<file path="src/rtl/run_sequencer.sv">
`default_nettype none
// +----------------------------------------------------------------------------+
// | Module   : run_sequencer                                                   |
// | Brief    : Core run controller and dat_mem host/core port arbiter.         |
// |            Optional core store counter enabled by RUN_SEQ_WRCOUNT_EN.      |
// | Revision : 1.0 - initial release                                           |
// +----------------------------------------------------------------------------+
module run_sequencer #(
  parameter int AW      = 8,
  parameter int DW      = 8,
  parameter int RST_CYC = 2,
  parameter int TIMEOUT = 4096,
  parameter int CW      = 16
) (
  input  logic          clk,
  input  logic          reset,
  input  logic          host_start,
  input  logic          host_mem_req,
  input  logic          host_mem_we,
  input  logic [AW-1:0] host_mem_addr,
  input  logic [DW-1:0] host_mem_wdata,
  output logic          host_mem_gnt,
  output logic [DW-1:0] host_mem_rdata,
  input  logic          core_mem_we,
  input  logic [AW-1:0] core_mem_addr,
  input  logic [DW-1:0] core_mem_wdata,
  output logic [DW-1:0] core_mem_rdata,
  output logic          core_reset,
  input  logic          core_done,
  output logic          mem_we,
  output logic [AW-1:0] mem_addr,
  output logic [DW-1:0] mem_wdata,
  input  logic [DW-1:0] mem_rdata,
  output logic          busy,
  output logic          run_done,
  output logic          timed_out,
  output logic [CW-1:0] cycle_count
`ifdef RUN_SEQ_WRCOUNT_EN
  ,
  output logic [CW-1:0] core_wr_count
`endif
);

  localparam int          c_RW       = (RST_CYC > 1) ? $clog2(RST_CYC) : 1;
  localparam logic [c_RW-1:0] c_RST_LAST = c_RW'(RST_CYC - 1);
  localparam logic [CW-1:0]   c_TO_LAST  = CW'(TIMEOUT - 1);
  localparam logic [CW-1:0]   c_TO       = CW'(TIMEOUT);

  typedef enum logic [1:0] {
    S_IDLE = 2'd0,
    S_CRST = 2'd1,
    S_RUN  = 2'd2,
    S_DONE = 2'd3
  } state_t;

  state_t          r_state;
  logic [c_RW-1:0] r_rst_cnt;
  logic            r_core_reset;
  logic            r_busy;
  logic            r_run_done;
  logic            r_timed_out;
  logic [CW-1:0]   r_cycle_count;

  always_ff @(posedge clk or posedge reset) begin
    if (reset) begin
      r_state       <= S_IDLE;
      r_rst_cnt     <= '0;
      r_core_reset  <= 1'b1;
      r_busy        <= 1'b0;
      r_run_done    <= 1'b0;
      r_timed_out   <= 1'b0;
      r_cycle_count <= '0;
    end else begin
      r_run_done <= 1'b0;
      case (r_state)
        S_IDLE: begin
          if (host_start) begin
            r_state       <= S_CRST;
            r_busy        <= 1'b1;
            r_rst_cnt     <= '0;
            r_cycle_count <= '0;
            r_timed_out   <= 1'b0;
          end
        end
        S_CRST: begin
          if (r_rst_cnt == c_RST_LAST) begin
            r_state      <= S_RUN;
            r_rst_cnt    <= '0;
            r_core_reset <= 1'b0;
          end else begin
            r_rst_cnt <= r_rst_cnt + 1'b1;
          end
        end
        S_RUN: begin
          // core_done takes priority over the timeout check in the same cycle
          if (core_done) begin
            r_state      <= S_DONE;
            r_core_reset <= 1'b1;
            r_busy       <= 1'b0;
            r_run_done   <= 1'b1;
          end else if (r_cycle_count == c_TO_LAST) begin
            r_state       <= S_DONE;
            r_core_reset  <= 1'b1;
            r_busy        <= 1'b0;
            r_run_done    <= 1'b1;
            r_timed_out   <= 1'b1;
            r_cycle_count <= c_TO;
          end else begin
            r_cycle_count <= r_cycle_count + 1'b1;
          end
        end
        S_DONE: begin
          r_state <= S_IDLE;
        end
        default: begin
          r_state      <= S_IDLE;
          r_core_reset <= 1'b1;
          r_busy       <= 1'b0;
        end
      endcase
    end
  end

  assign core_reset  = r_core_reset;
  assign busy        = r_busy;
  assign run_done    = r_run_done;
  assign timed_out   = r_timed_out;
  assign cycle_count = r_cycle_count;

  // Port mux keys off registered state only, so grants never glitch on inputs other than req.
  always_comb begin
    host_mem_gnt   = 1'b0;
    host_mem_rdata = '0;
    core_mem_rdata = '0;
    mem_we         = 1'b0;
    mem_addr       = '0;
    mem_wdata      = '0;
    if (r_state == S_IDLE && host_mem_req) begin
      host_mem_gnt   = 1'b1;
      mem_we         = host_mem_we;
      mem_addr       = host_mem_addr;
      mem_wdata      = host_mem_wdata;
      host_mem_rdata = mem_rdata;
    end else if (r_state == S_RUN) begin
      mem_we         = core_mem_we;
      mem_addr       = core_mem_addr;
      mem_wdata      = core_mem_wdata;
      core_mem_rdata = mem_rdata;
    end
  end

`ifdef RUN_SEQ_WRCOUNT_EN
  logic [CW-1:0] r_wr_count;

  always_ff @(posedge clk or posedge reset) begin
    if (reset) begin
      r_wr_count <= '0;
    end else if (r_state == S_IDLE && host_start) begin
      r_wr_count <= '0;
    end else if (r_state == S_RUN && core_mem_we && r_wr_count != '1) begin
      r_wr_count <= r_wr_count + 1'b1;
    end
  end

  assign core_wr_count = r_wr_count;
`endif

endmodule
`default_nettype wire
</file>
<file path="config.mk">
export PLATFORM = sky130hd
export DESIGN_NAME = run_sequencer
export DESIGN_NICKNAME = d
export VERILOG_FILES = /design/src/rtl/run_sequencer.sv
export SDC_FILE = /design/constraint.sdc
export NUM_CORES = 1
export LEC_CHECK = 0
export ABC_AREA = 1
export CAP_MARGIN = 40
export CORE_MARGIN = 2
export CORE_UTILIZATION = 30
export DETAILED_ROUTE_END_ITERATION = 7
export DONT_BUFFER_PORTS = 1
export HOLD_SLACK_MARGIN = 0.1
export PLACE_DENSITY = 0.49
export SYNTH_ARGS = -nofsm -noshare
export SYNTH_HDL_FRONTEND = slang
export SYNTH_SLANG_ARGS = --single-unit
</file>
<file path="constraint.sdc">
create_clock -name clk -period 1.6 [get_ports clk]
set_input_delay 0.08 -clock clk [delete_from_list [all_inputs] [get_ports clk]]
set_output_delay 0.08 -clock clk [all_outputs]
set_load 0.01 [all_outputs]
</file>
Word level (Yosys, flattened, before mapping)
Cells that the tools add are included.

storage, ports and cells
  register bits = 23

operators by class
  add/sub/neg operators = 2
  eq/ne operators = 9
  multiplexer cells = 35
  reductions and logical operators = 11

operators by type and width
  cell                                                                      number
  8-bit 2-to-1 mux                                                          7
  16-bit 2-to-1 mux                                                         3
  16-bit case mux with 2 select lines                                       1
  16-bit by 1-bit adder with 16-bit output (second input constant)          1
  16-bit by 12-bit equality test with 1-bit output (second input constant)  1
  1-bit 2-to-1 mux                                                          15
  3-bit AND reduction                                                       4
  2-bit 2-to-1 mux                                                          4
  2-bit != test (second input constant)                                     4
  1-bit case mux with 2 select lines                                        4
  2-bit case mux with 4 select lines                                        1
  2-bit nonzero test                                                        3
  2-bit equality test (second input constant)                               2
  4-bit AND reduction                                                       1
  3-bit != test (second input constant)                                     1
  2-bit by 1-bit equality test with 1-bit output (second input constant)    1
  2-bit logical NOT                                                         1
  2-bit AND reduction                                                       1
  1-bit adder (second input constant)                                       1
  1-bit logical AND                                                         1

Logic depth before layout (Yosys ltp)
Gate-level depths: netlist of the first run.

  depth in word-level cells = 4
  gate-level depth with buffers = 11
  depth with buffers taken out = 10

Worst setup path before layout of the first run
No wires, ideal clock.

  kind = register to register
  start point = register r_state[0]
  end point = register r_cycle_count[14] (netlist: cycle_count[14])
  library setup time = 119 ps
  arrival time = 1433 ps
  required time = 1481 ps
  path slack = 48 ps
  stages on the path, launching flop included = 12
  buffers on the path = 1
  period minus slack after synthesis = 1552 ps
  path through = dfrtp_1 > inv_1 > ha_1 > buf_4 > nand2_2 > o21ai_1 > nor2_4 > nand2_2 > nor2_4 > nand3_1 > nand2_1 > nor2_1

between the ends
  word-level cells in the longest chain between the ends = 3
  elaborated cells on any way between the ends = 7
  those cells by class = 3 x eq/ne; 1 x mux; 3 x reduce/logical

ends and longest elaborated chain
  element                                                        RTL line  source
  start: declaration                                             56        state_t r_state;
  start signal: assignment                                       66        r_state <= S_IDLE;
  start signal: assignment                                       78        r_state <= S_CRST;
  start signal: assignment                                       87        r_state <= S_RUN;
  2-bit equality test or 2-bit logical NOT (tied branches)       75        case (r_state)
  2-bit != test (no line) or 2-bit nonzero test (tied branches)  n/a
  3-bit AND reduction (no line)                                  n/a
  end signal: assignment                                         107       r_cycle_count <= c_TO;
  end signal: assignment                                         109       r_cycle_count <= r_cycle_count + 1'b1;
  end: declaration                                               62        logic [CW-1:0] r_cycle_count;

Parallel ways exist; a longest one is shown, timed or not.
A chain may end at the register's enable or synchronous reset.

Final worst setup path of the first run
  start point = register r_state[1]
  end point = register r_timed_out (netlist: timed_out)

between the ends
  word-level cells in the longest chain between the ends = 3
  elaborated cells on any way between the ends = 8
  those cells by class = 4 x eq/ne; 1 x mux; 3 x reduce/logical

ends and longest elaborated chain
  element                                                        RTL line  source
  2-bit equality test or 2-bit logical NOT (tied branches)       75
  2-bit != test (no line) or 2-bit nonzero test (tied branches)  n/a
  4-bit AND reduction (no line)                                  n/a
  end signal: assignment                                         71        r_timed_out <= 1'b0;
  end signal: assignment                                         82        r_timed_out <= 1'b0;
  end signal: assignment                                         106       r_timed_out <= 1'b1;
  end: declaration                                               61        logic r_timed_out;

Parallel ways exist; a longest one is shown, timed or not.

==> out/results.txt, run 1 <==
minimum clock period - 1590 ps
largest net degree at the start of global routing - 24
DR WL met2 - 2.70 mm
latest clock arrival within the worst-skew pair - 260 ps
vias - 1798
share of cells above drive strength 1 - 40.5%
Max Used Layer - met4
Yosys reg bits - 23
Worst Hold Path Cells - 5
TritonCTS clock tree - yes
final hold violation count - 0
area of the multi-input gates - 1170 µm²
Antenna Nets Post-Route - 0
initial antenna violation count - 0
RSZ-0062 raised after global routing - yes
reg2reg path depth - 9
f_max - 630 MHz
Reg clk slew, reported paths - 80 ps
worst-path fanout max - 10
Die W - 79.5 µm
WS Path Type - flip-flop to flip-flop
EDFF count, synth - 0
# DRC - 0
gr usage total - 15.2%
Fin Hold WS - 141 ps
fin crit share - 99.2%
wire per inst - 13.2 µm
Design Area, Final - 2480 µm²
status - completed
DRT iter0 DRCs - 66
Worst path max stage delay - 410 ps
Nets - 364
worst hold path class - input pin to flip-flop
Max stage delay cell, worst path - dfrtp_1
Pre-antenna DRT Iters - 4
met3 WL - 191 µm
hold worst-path end - core_reset
placed inst area - 2100 µm²
Port Buffers - 0
Post-Syn Instances - 260
Synthesized Nets - 312
gpl congestion - 0.808
WP data required - 1760 ps
Starting Density - 31.0%
first-pass GRT wire length - 7.73 mm
vias in the first global route - 1600
Worst setup EP type - flip-flop
met1 wire length - 2.14 mm
R2R Path End - timed_out
crit path DAT - 1750 ps
FILL cells - 581
Unique masters post-synth - 31
ordered list of cells on the worst path - buf_6 > ha_4 > nand2_2 > o21ai_2 > nor2_4 > nand2_1 > buf_12 > nand2_1 > o21ai_2
yosys warns - 0
slew of the pin with the lowest slew margin - 307 ps
startpoint types - flip-flop
Static Leak - 1.27 nW
P&R area growth vs syn - 45.4%
Die Span Y - 79.5 µm
clk sinks - 23
total gr overflow - 0
setup_tns - 0 ps
Avg Cell Area, Syn - 6.57 µm²
number of I/O pins - 101
CTS Buffer Depth - 2
sequential fraction of the synthesis area - 33.7%
clk root buf - clkbuf_8
maxcap violations - 0
R2R Path Start - r_state[1]
Worst Clk Skew - 4.83 ps
CTS buffer count - 3
Mapped Area - 1710 µm²
VDD IR max - 0.000846 V
flop-to-flop setup slack - 10 ps
H-tree depth - 1
Async SR Flop Fraction - 100%
Total Wirelength - 5.05 mm
# diodes - 0
Core Region - 5510 µm²
pwr dens - 1430 nW/µm²
worst rel slew slack - 79.5%
row cnt - 27
total area of sequential cells - 577 µm²
DPL Wire Length - 3.79 mm
total die area - 6320 µm²
final setup fails - 0
Synth Flop Type - dfrtp_1
Hold Crit Start - core_done
Vias/cell - 4.69
final slew viol count - 0
cells in the final DEF (no fill, tap or decap), drive strengths merged:
cell type,synthesis,routed
clkbuf,3,5
nor2,47,47
or2,1,1
nand2,85,85
buf,4,51
nand4,3,3
xor2,4,4
nand3,29,29
o21bai,1,1
a21oi,5,5
ha,5,5
and2,1,1
dfstp,1,1
dfrtp,22,22
mux2i,1,1
nand3b,1,1
dlygate4sd3,0,2
clkinvlp,0,1
mux2,1,1
inv,32,32
o21ai,11,11
nor3,2,2
cells by family after synthesis:
family,after synthesis,share of synthesized area [%]
adders and majority gates,5,3.66
DFF,23,33.7
and+or+nand+nor,169,43.7
AOI/OAI and AO/OA,17,6.00
buffers and inverters,40,9.59
xor gates and xnor gates,4,2.05
muxes,2,1.24
worst max-delay path by stage:
| stage | startpoint | slack (ps) | end | cells past startpoint |
|---|---|---|---|---|
| after floorplan | r_state[0] | 50 | cycle_count[14] | 11 |
| after global placement | r_state[0] | -30 | cycle_count[11] | 9 |
| after detailed placement | r_state[0] | -50 | cycle_count[11] | 9 |
| after CTS | r_state[0] | 40 | mem_wdata[0] | 7 |
| after global routing | r_state[1] | -70 | cycle_count[14] | 10 |
| final | r_state[1] | 10 | timed_out | 9 |
critical path, delay by kind of cell, from the launching register on:
| kind | cells | cell delay (ps) |
|---|---|---|
| adders and majority gates | 1 | 170 |
| buffers and inverters | 2 | 300 |
| and+or+nand+nor | 4 | 490 |
| DFF | 1 | 410 |
| AOI/OAI and AO/OA | 2 | 120 |
stage by stage:
stage / utilization [%] / std cells / setup slack, ps / total power (W)
after floorplan: - / 260 / 47.9 / 0.00200
after global placement: 38.2 / 369 / -29.4 / 0.00264
after detailed placement: 38.2 / 369 / -54.1 / 0.00265
after CTS: 40.7 / 377 / 37.1 / 0.00318
after global routing: 45.1 / 383 / -74.0 / 0.00384
final: 45.1 / 383 / 12.3 / 0.00356
registers in the layout (all words and copies together) (netlist names):
register,flops
busy,1
timed_out,1
r_rst_cnt,1
r_state,2
core_reset,1
cycle_count,16
run_done,1
routing by layer:
layer,track usage (%),vias to the layer above
met4,2.07,0
met3,3.85,2
li1,-,913
met2,25.0,35
met1,20.5,848
met5,0,-
Yosys cell counts (2+ instances only):
master / number / share of area [%]
buf_2: 2 / 0.59
a21oi_1: 5 / 1.5
nand4_1: 3 / 1.1
clkbuf_1: 3 / 0.66
ha_1: 5 / 3.7
nand3_1: 28 / 8.2
nor2_1: 42 / 9.2
nand2_1: 79 / 17
inv_1: 30 / 6.6
o21ai_1: 2 / 0.59
dfrtp_1: 22 / 32
inv_2: 2 / 0.44
xor2_1: 4 / 2.0
nand2_2: 6 / 2.2
o21ai_2: 4 / 2.0
nor2_4: 4 / 2.6
o21ai_0: 5 / 1.5
what timing repair did:
item	4_1_cts	5_1_grt
setup buffers	2	5
pin swaps	0	12
hold endpoints to repair	24	0
gates resized for setup	17	56
endpoints found under the setup margin	43	38
gates cloned	0	1
hold buffers	2	0
power breakdown:
part / internal [W] / leakage (nW) / switching, W
registers: 0.000689 / 0.309 / 0.0000776
logic: 0.00105 / 0.935 / 0.00138
clock network: 0.000178 / 0.0228 / 0.000185
total: 0.00192 / 1.27 / 0.00164
final cells by class:
cell class	instances	area share [%]
Inverter	33	5.14
Clock buffer	4	1.81
Multi-Input combinational cell	197	47.2
Sequential cell	23	23.2
Tap cell	72	3.63
Timing Repair Buffer	54	19.0
Power figures use the tool's default switching activity.
==> run 2: changes to the inputs <==
ABC_AREA = 0   (was 1)
==> run 2 against run 1 <==
  * Sequential power rose by 7.4%
  * Hold slack improved by 37 ps
  * Worst setup slack got worse by 250 ps
  * Sequential cell count did not move
  * Global-route usage rose by 3.6 points
  * Count of clock-buffer cells in the layout did not move
  * The flow now finishes with violations (negative setup slack)
  * Wire length rose by 20%
  * Final cell count fell by 8.9%
  * Design area rose by 22%
  * Largest cell class unchanged
  * Via count rose by 4.9%
  * Combinational power rose by 38%
  * Critical path type unchanged
  * Clock skew rose by 2.0 ps
==> out/results.txt, run 2 <==
status - complete, but fails checks
failing checks - negative setup slack
final slew viol count - 0
Async SR Flop Fraction - 100%
EDFF count, synth - 0
Fin Hold WS - 178 ps
sequential fraction of the synthesis area - 34.4%
Yosys reg bits - 23
dpl ws - -339 ps
fin cells - 349
worst rel slew slack - 74.5%
Static Leak - 1.42 nW
largest net degree at the start of global routing - 32
maxcap violations - 0
setup_tns - -3580 ps
FILL cells - 496
gr usage total - 18.7%
first-pass GRT wire length - 9.18 mm
CTS Buffer Depth - 2
TritonCTS clock tree - yes
Synthesized Nets - 264
Worst setup EP type - flip-flop
top-count cell post-synth - nand2_1
CP top delay family - simple AND/OR/NAND/NOR gates
area of the multi-input gates - 1570 µm²
Die Span Y - 78.8 µm
final setup fails - 39
DPL Wire Length - 3.78 mm
pwr dens - 1490 nW/µm²
vias in the first global route - 1819
Max stage delay cell, worst path - or4_4
number of I/O pins - 101
top cells by area, synth - dfrtp_1 33%, nand2_1 9.6%, nand3_1 7.2%
most common cell after layout, fill and taps aside - buf_4
gpl congestion - 0.744
ordered list of cells on the worst path - or4_4 > o41ai_4 > buf_4 > o21ai_2 > mux2_4
WS Path Type - flip-flop to flip-flop
Post-Place Cells - 323
Reg clk slew, reported paths - 90 ps
placed inst area - 2150 µm²
final hold violation count - 0
clk root buf - clkbuf_8
Design Area, Final - 3040 µm²
Worst Clk Skew - 6.82 ps
Die W - 78.8 µm
Antenna Nets Post-Route - 0
total area of sequential cells - 578 µm²
share of cells above drive strength 1 - 65.7%
CP Depth - 5
VDD IR max - 0.00108 V
most frequent cells in the layout - 55 x buf_4, 34 x nand2_4, 21 x dfrtp_1, 15 x nand3_2
row cnt - 27
f_max - 544 MHz
latest clock arrival within the worst-skew pair - 270 ps
Starting Density - 30.8%
Pre-antenna DRT Iters - 4
Total Wirelength - 6.05 mm
Post-Syn Instances - 212
fin crit share - 115%
Largest register FFs - 16
worst-path fanout max - 4
worst hold path class - input pin to flip-flop
initial antenna violation count - 0
commonest cells in the netlist - 43 x nand2_1, 24 x nand3_1, 22 x dfrtp_1
RSZ-0062 raised after global routing - yes
top cell type by total area after synthesis - dfrtp_1
reg2reg path depth - 5
Core Region - 5440 µm²
yosys warns - 0
Synth Flop Type - dfrtp_1
WP data required - 1750 ps
# DRC - 0
Worst path max stage delay - 570 ps
Mapped Area - 1680 µm²
# diodes - 0
Avg Cell Area, Syn - 7.91 µm²
crit path DAT - 1990 ps
H-tree depth - 1
wire per inst - 17.3 µm
Vias/cell - 5.41
CTS buffer count - 3
Worst Hold Path Cells - 3
top-area cell type share of the netlist area - 32.8%
slew of the pin with the lowest slew margin - 381 ps
minimum clock period - 1840 ps
Nets - 330
Unique masters post-synth - 42
clk sinks - 23
Port Buffers - 0
Buf/Inv on CP - 1
DRT iter0 DRCs - 76
total gr overflow - 0
P&R area growth vs syn - 81.1%
startpoint types - flip-flop
total die area - 6210 µm²
vias - 1887
worst setup margin - -239 ps
-- run 2: cell count changes after synthesis, sizes merged, moves of 7 or more --
cell | previous run | this run
and3 | 0 | 18
clkbuf | 3 | 12
inv | 32 | 8
nand2 | 85 | 43
nor2 | 47 | 6
o31ai | 0 | 7
or4 | 0 | 11
-- run 2: kinds of logic after synthesis --
group | after synthesis | share of synthesized area, %
and+or+nand+nor | 120 | 38.1
DFF | 23 | 34.4
buffers and inverters | 23 | 5.59
xor gates and xnor gates | 1 | 0.522
adders and majority gates | 5 | 3.73
AOI/OAI and AO/OA | 39 | 16.8
muxes | 1 | 0.895
-- run 2: power by group --
part	internal, W	switching, W
registers	0.000715	0.000109
clock network	0.000178	0.000190
logic	0.00156	0.00179
-- run 2: worst register-to-register path, cell delays in order (launching register included) --
cell,delay (ps)
dfrtp_1,410
or4_4,570
o41ai_4,210
buf_4,180
o21ai_2,70
mux2_4,290
-- run 2: metrics by stage --
stage | utilization [%] | total power (W)
6_report | 55.9 | 0.00454
5_1_grt | 55.9 | 0.00484
4_1_cts | 53.1 | 0.00426
3_5_place_dp | 39.5 | 0.00293
3_3_place_gp | 39.5 | 0.00292
2_1_floorplan | - | 0.00225
-- run 2: final cells by class --
cell class,instances,share of cell area [%]
inverter,9,1.52
multi-input combinational,166,51.7
timing repair inverter,3,1.61
tap,72,2.96
clock buffer,4,1.48
sequential,23,19.0
timing repair buffer,72,21.7
-- run 2: final timing paths --
path	from	end	slack, ps
worst max-delay path	cycle_count[14]	r_state[1]	-240
worst min-delay path	core_done	cycle_count[14]	180
worst max register to register	cycle_count[14]	r_state[1]	-240
worst min register to register	core_reset	core_reset	510
max in group asynchronous	reset	core_reset	1010
min in group asynchronous	reset	cycle_count[0]	300
-- run 2: what timing repair did --
item | in CTS | in global routing
buffers inserted | 10 | 7
hold buffers | 3 | 1
hold endpoints to repair | 27 | 3
pin swaps | 44 | 17
cloned | 5 | 0
setup endpoints to repair | 48 | 56
gates resized for setup | 123 | 33
-- run 2: per-layer routing --
| metal | share of wire (%) | GRT usage [%] | vias to the layer above |
|---|---|---|---|
| li1 | - | - | 909 |
| met1 | 42 | 25.8 | 933 |
| met2 | 52 | 30.5 | 37 |
| met3 | 4.2 | 3.75 | 8 |
| met4 | 1.3 | 3.68 | 0 |
| met5 | 0 | 0 | - |
